`config.mk`:
```
export PLATFORM = sky130hd
export DESIGN_NAME = cj_ref_fifo
export DESIGN_NICKNAME = d
export VERILOG_FILES = /design/src/rtl/cj_pkg.sv /design/src/rtl/cj_ref_fifo.sv
export SDC_FILE = /design/constraint.sdc
export NUM_CORES = 1
export LEC_CHECK = 0
export BUFFER_PORTS_ARGS = -buffer_cell sky130_fd_sc_hd__buf_2
export CORE_MARGIN = 2
export CORE_UTILIZATION = 57
export DETAILED_ROUTE_END_ITERATION = 7
export PLACE_DENSITY_LB_ADDON = 0.1
export SYNTH_ARGS = -nofsm -noshare
export SYNTH_HDL_FRONTEND = slang
export SYNTH_SLANG_ARGS = --single-unit
```
`constraint.sdc`:
```
create_clock -name clock_i -period 9.83 [get_ports clock_i]
set_clock_uncertainty 0.1 [all_clocks]
set_input_delay 1.4745 -clock clock_i [delete_from_list [all_inputs] [get_ports clock_i]]
set_output_delay 1.4745 -clock clock_i [all_outputs]
set_load 0.01 [all_outputs]
```
`src/rtl/cj_pkg.sv`:
```
// Shared types and status encodings for the CJ co-simulation checker.
package cj_pkg;

  localparam logic [1:0] CJ_CODE_MISMATCH  = 2'd1;
  localparam logic [1:0] CJ_CODE_TIMEOUT   = 2'd2;
  localparam logic [1:0] CJ_CODE_UNDERFLOW = 2'd3;

  typedef struct packed {
    logic [63:0] pc;
    logic [31:0] inst;
  } cj_commit_t;

  // riscv-tests style failure word: code shifted up with the finished bit set.
  function automatic logic [63:0] fail_word(input logic [1:0] code);
    return {61'd0, code, 1'b1};
  endfunction

endpackage

```
`src/rtl/cj_ref_fifo.sv`:
```
// Synchronous FIFO holding reference-model commits until the DUT retires them.
module cj_ref_fifo
  import cj_pkg::*;
#(
  parameter int DEPTH = 4
) (
  input  logic       clock_i,
  input  logic       reset_ni,
  input  logic       push_i,
  input  cj_commit_t push_data_i,
  input  logic       pop_i,
  output cj_commit_t head_o,
  output logic       full_o,
  output logic       empty_o
);

  localparam int AW = $clog2(DEPTH);
  localparam int PW = AW + 1;

  cj_commit_t     mem_q [DEPTH];
  logic [PW-1:0]  wr_ptr_q, wr_ptr_d;
  logic [PW-1:0]  rd_ptr_q, rd_ptr_d;

  // The extra pointer bit separates full from empty when the index bits match.
  assign empty_o = (wr_ptr_q == rd_ptr_q);
  assign full_o  = (wr_ptr_q[AW] != rd_ptr_q[AW]) &&
                   (wr_ptr_q[AW-1:0] == rd_ptr_q[AW-1:0]);
  assign head_o  = mem_q[rd_ptr_q[AW-1:0]];

  always_comb begin
    wr_ptr_d = wr_ptr_q + {{AW{1'b0}}, push_i};
    rd_ptr_d = rd_ptr_q + {{AW{1'b0}}, pop_i};
  end

  // NOTE: sequential state uses non-blocking assignments so every register samples pre-edge values.
  always_ff @(posedge clock_i) begin
    if (!reset_ni) begin
      wr_ptr_q <= '0;
      rd_ptr_q <= '0;
    end else begin
      wr_ptr_q <= wr_ptr_d;
      rd_ptr_q <= rd_ptr_d;
    end
  end

  // NOTE: storage is deliberately not reset; the pointers alone define which entries are valid.
  always_ff @(posedge clock_i) begin
    if (push_i) begin
      mem_q[wr_ptr_q[AW-1:0]] <= push_data_i;
    end
  end

endmodule

```
# After elaboration in Yosys (flattened, before gate mapping)
# Memories as Yosys holds them, arrays and structs flattened. A register that Yosys moved wholly into a read port is not among the register bits.
# Cells that the tools add are included.
# op_classes
add_sub_neg	2
eq_ne	3
mux	3
reduce_logical	1
# ops
cell	count
$add 3x1->3	2
$eq 3x3->1	1
$eq 2x2->1	1
$mux 1	2
$mux 2	1
$logic_and 1x1->1	1
$ne 1x1->1	1
# word_totals
ff_bits	6
mem_bits_rw	384
inputBits	100
output_inout_bits	98
word_cells	12
mem_count	1
# memory_table
name	depth	width	rd	rd_ports_with_merged_regs	write_ports	line_no	source
mem_q	4	96	1	1	1	cj_ref_fifo.sv:20	cj_commit_t mem_q [DEPTH];

# Logic depth before layout (Yosys ltp)
# logic_depth
depth_word	2
mapped_depth	4

# Least setup slack after synthesis
# No wires, ideal clock.
# synth_timing
kind	input to register
start	in push_i
end	mem mem_q[0][0] (netlist name), enable pin
arrival_time_ns	8.367
t_required_ns	9.042
slack_ns	0.675
path_stages	1
n_path_buf	0
path_cell_list	nor3b_1
# synth_via
elab_chain_len	2
# synth_rtl
element	line_no	source
start: declaration	cj_ref_fifo.sv:9	input logic push_i,
$mux 1	cj_ref_fifo.sv:48	if (push_i) begin
$mux 1 (not written as such)	cj_ref_fifo.sv:49	mem_q[wr_ptr_q[AW-1:0]] <= push_data_i;
end: declaration	cj_ref_fifo.sv:20	
# Every way passes these cells.

==> results.md <==
Timing:
- Measured against its own limit, the worst slew margin works out to 25.0%.
- Setup violations remaining at the end of the flow were counted as 0.
- Setup repair after global routing left no endpoint under its margin.
- The count of pins over their slew limit was 0.
- The worst hold slack after final layout is 0.533 ns.
- The final critical-path required period is 4.87 ns.
- In the final timing run, aggregate negative setup slack is 0 ns.
- The upper clock frequency limit is 205 MHz.
- The actual slew at the worst max-slew pin is 1.13 ns.
- The number of hold violations in the final report is 0.
- The final period utilization is 49.6%.

Routing:
- The average wire length per cell after detail routing is 22.8 um.
- The number of remaining DRC errors is 0.
- The first-pass iteration count of the detailed router is 4.
- The starting DRC count in detailed routing is 437.
- The routed via count divided by cell count is 5.70.
- For this block, the routed nets add up to 25300 um of wire.
- The final antenna-violating net count is 0.
- The vias after detailed routing is 6321.

Power and ir drop:
- The ratio of total power to cell area is 218 nW/um2.
- Total power for the finished layout comes to 3630 uW.
- Across the VDD grid, the largest voltage drop is 0.168 mV.
- Summed over all cells, the static leakage comes to 0.00561 uW.

Critical path:
- The required arrival time at the worst endpoint is 8.26 ns.
- The library cell contributing the largest single delay on the critical path is sky130_fd_sc_hd__dfxtp_4.
- STA classifies the critical path endpoint as a primary output.
- The critical path goes through buf_4, mux4_2, buf_2.
- The arrival time of data at the critical path endpoint is 3.30 ns.
- Along the worst path, the maximum fanout reaches 52.
- STA classifies the critical path startpoint as a flop.
- The critical path is of the flop to primary output type.
- The stage delay of the slowest cell on the critical path is 1.04 ns.

Logic synthesis:
- The synthesized netlist devotes 0.310% of its cell area to XOR and XNOR gates.
- In the synthesized netlist, mux cells make up 15.3% of the area.
- Summing the areas of all compound-gate instances in the mapped netlist gives 0% of the synthesized area.
- Counting flops with a built-in enable in the synthesized netlist gives 384.
- The post-synthesis async set-or-reset flop share is 0%.
- The arithmetic-cell share of the synthesized area counting full adders, half adders and majority gates is 0.354%.
- The post-synthesis share of cell area spent on and, or, nand and nor gates is 0.567%.
- Among all flip-flop cells after synthesis, the most frequent one is sky130_fd_sc_hd__edfxtp_1.
- Of the synthesized area, sequential elements account for 82.4%.
- After technology mapping, the gate count stands at 530.
- By area, the combinational part of the netlist is dominated by multiplexers.
- The mean post-synth cell area is 26.7 um2.
- Synthesis produced a netlist with a net count of 634.
- The Yosys step of the flow raised 0 warnings.
- The number of library cell types mapped by synthesis is 18.
- The post-synthesis register bit count is 390.
- After synthesis the cells add up to 14100 um2.

Clocking:
- The clock root buffer is sky130_fd_sc_hd__clkbuf_16.
- Hold repair after CTS inserted 0 buffers.
- After clock tree synthesis, the clock-pin slew on the worst setup and hold paths is 0.06 ns.
- The clock reaches the later pin of the worst-skew pair after 0.50 ns.
- The clock sink count is 390.
- The CTS buffer count is 40.
- TritonCTS built the clock tree.
- The clock passes through at most 3 buffers.
- After clock tree synthesis, the repair step resized 0 gates.
- In this run the post-CTS setup repair buffer count came out at 0.
- The H-tree depth is 2.

Floorplanning:
- The floorplan step defined a die boundary enclosing 26100 um2.
- Measured along the y axis, the die boundary spans 161 um.
- The core region is 24300 um2.
- The effective utilization at floorplan is 58.1%.
- The floorplan has 57 rows.
- The boundary pin count is 198.
- The width of the chip is 161 um.

Job:
- The tool flagged a number of max-cap violations equal to 0.

Place:
- The total instance count after detailed placement is 1036.
- The quantity of I/O buffers inserted on ports is 197.
- The post-DP HPWL is 14700 um.
- The congestion estimate from routability-driven global placement came to 0.699.

Global routing:
- Global routing used 20.0% of the available tracks.
- Entering global routing, the biggest net connects 76 pins.
- The number of global-route vias before repair is 6902.
- The total global routing overflow is 0.
- The initial antenna violation count is 4.
- The first global-routing pass estimated 39000 um of wire.

Finish:
- In the final layout, the share of cells above drive strength 1 is 45.6%.
- In the final layout, flip-flops and latches occupy 11700 um2.
- The layout has 1560 filler cells.
- The multi-input logic area is 2360 um2.
- The library cell used most frequently in the layout, excluding fill and tap cells, is sky130_fd_sc_hd__edfxtp_1.
- The area added between synthesis and finish is 17.9%.
- The count of placed standard cells in the final layout, fillers left out is 1108.
- Leaving out fill and tap cells, the most frequent cells in the layout are 384 x sky130_fd_sc_hd__edfxtp_1, 197 x sky130_fd_sc_hd__buf_2, 96 x sky130_fd_sc_hd__mux4_2, 41 x sky130_fd_sc_hd__clkbuf_16, 11 x sky130_fd_sc_hd__clkinv_1.
- After the last flow step, the layout net total stands at 858.

Min path:
- The worst min-delay path class is flop to flop.

Run status:
- The run finished with clean final reports.
## final timing paths
check / slack, ns / cells past startpoint / start / endpoint
max: 4.96 / 3 / rd_ptr_q[0] / head_o[0]
min: 0.53 / 2 / rd_ptr_q[2] / rd_ptr_q[2]
max reg2reg: 7.08 / 3 / wr_ptr_q[1] / mem_q[2][28]
min reg2reg: 0.53 / 2 / rd_ptr_q[2] / rd_ptr_q[2]
## cells by family after synthesis
group / count (synthesis)
buffers and inverters: 22
adder cells (fa/ha/maj): 4
flip-flops: 390
AND/OR/NAND/NOR: 13
multiplexers: 96
XOR/XNOR: 5
## flip-flops by register name, summed over array words and instances, names as in the netlist
register	flops
rd_ptr_q	3
wr_ptr_q	3
mem_q	384
## metrics by stage
| stage | setup WS, ns | utilization (%) | instance area, um2 |
|---|---|---|---|
| floorplan | 0.675 | - | 14100 |
| global placement | 5.36 | 63.6 | 15500 |
| detailed placement | 5.36 | 63.6 | 15500 |
| CTS | 4.81 | 68.5 | 16700 |
| global route | 4.62 | 68.5 | 16700 |
| finish | 4.96 | 68.5 | 16700 |
## power breakdown
group	internal, uW	switching, uW
registers	1910	33.1
logic	149	166
clock network	810	559
total	2870	758
## synth_stat cells (all sizes together), types with 2 or more instances
master	number	area, um2
and2	6	37.5
buf	17	128
clkbuf	5	18.8
dfxtp	6	120
edfxtp	384	11500
ha	4	50.1
mux4	96	2160
nor3b	2	15.0
xor2	4	35.0
## cell type report
class                      count  share of cell area, %
antenna                        3                 0.0451
clock buffer                  49                   6.34
clock inverter                20                  0.819
multi-input combinational    118                   14.1
sequential                   390                   70.0
tap                          324                   2.43
timing repair buffer         204                   6.23
## critical path: cells and delay by family, from the launching register on
kind / cells / cell delay, ns
DFF: 1 / 1.04
buffers and inverters: 2 / 1.04
muxes: 1 / 0.64
## layer usage
| layer | wire [um] | GRT usage, % |
|---|---|---|
| met1 | 9770 | 25.3 |
| met2 | 13100 | 34.6 |
| met3 | 1950 | 5.62 |
| met4 | 427 | 5.32 |
| met5 | 37 | 0 |
No activity file was read; power rests on OpenSTA's default activity.
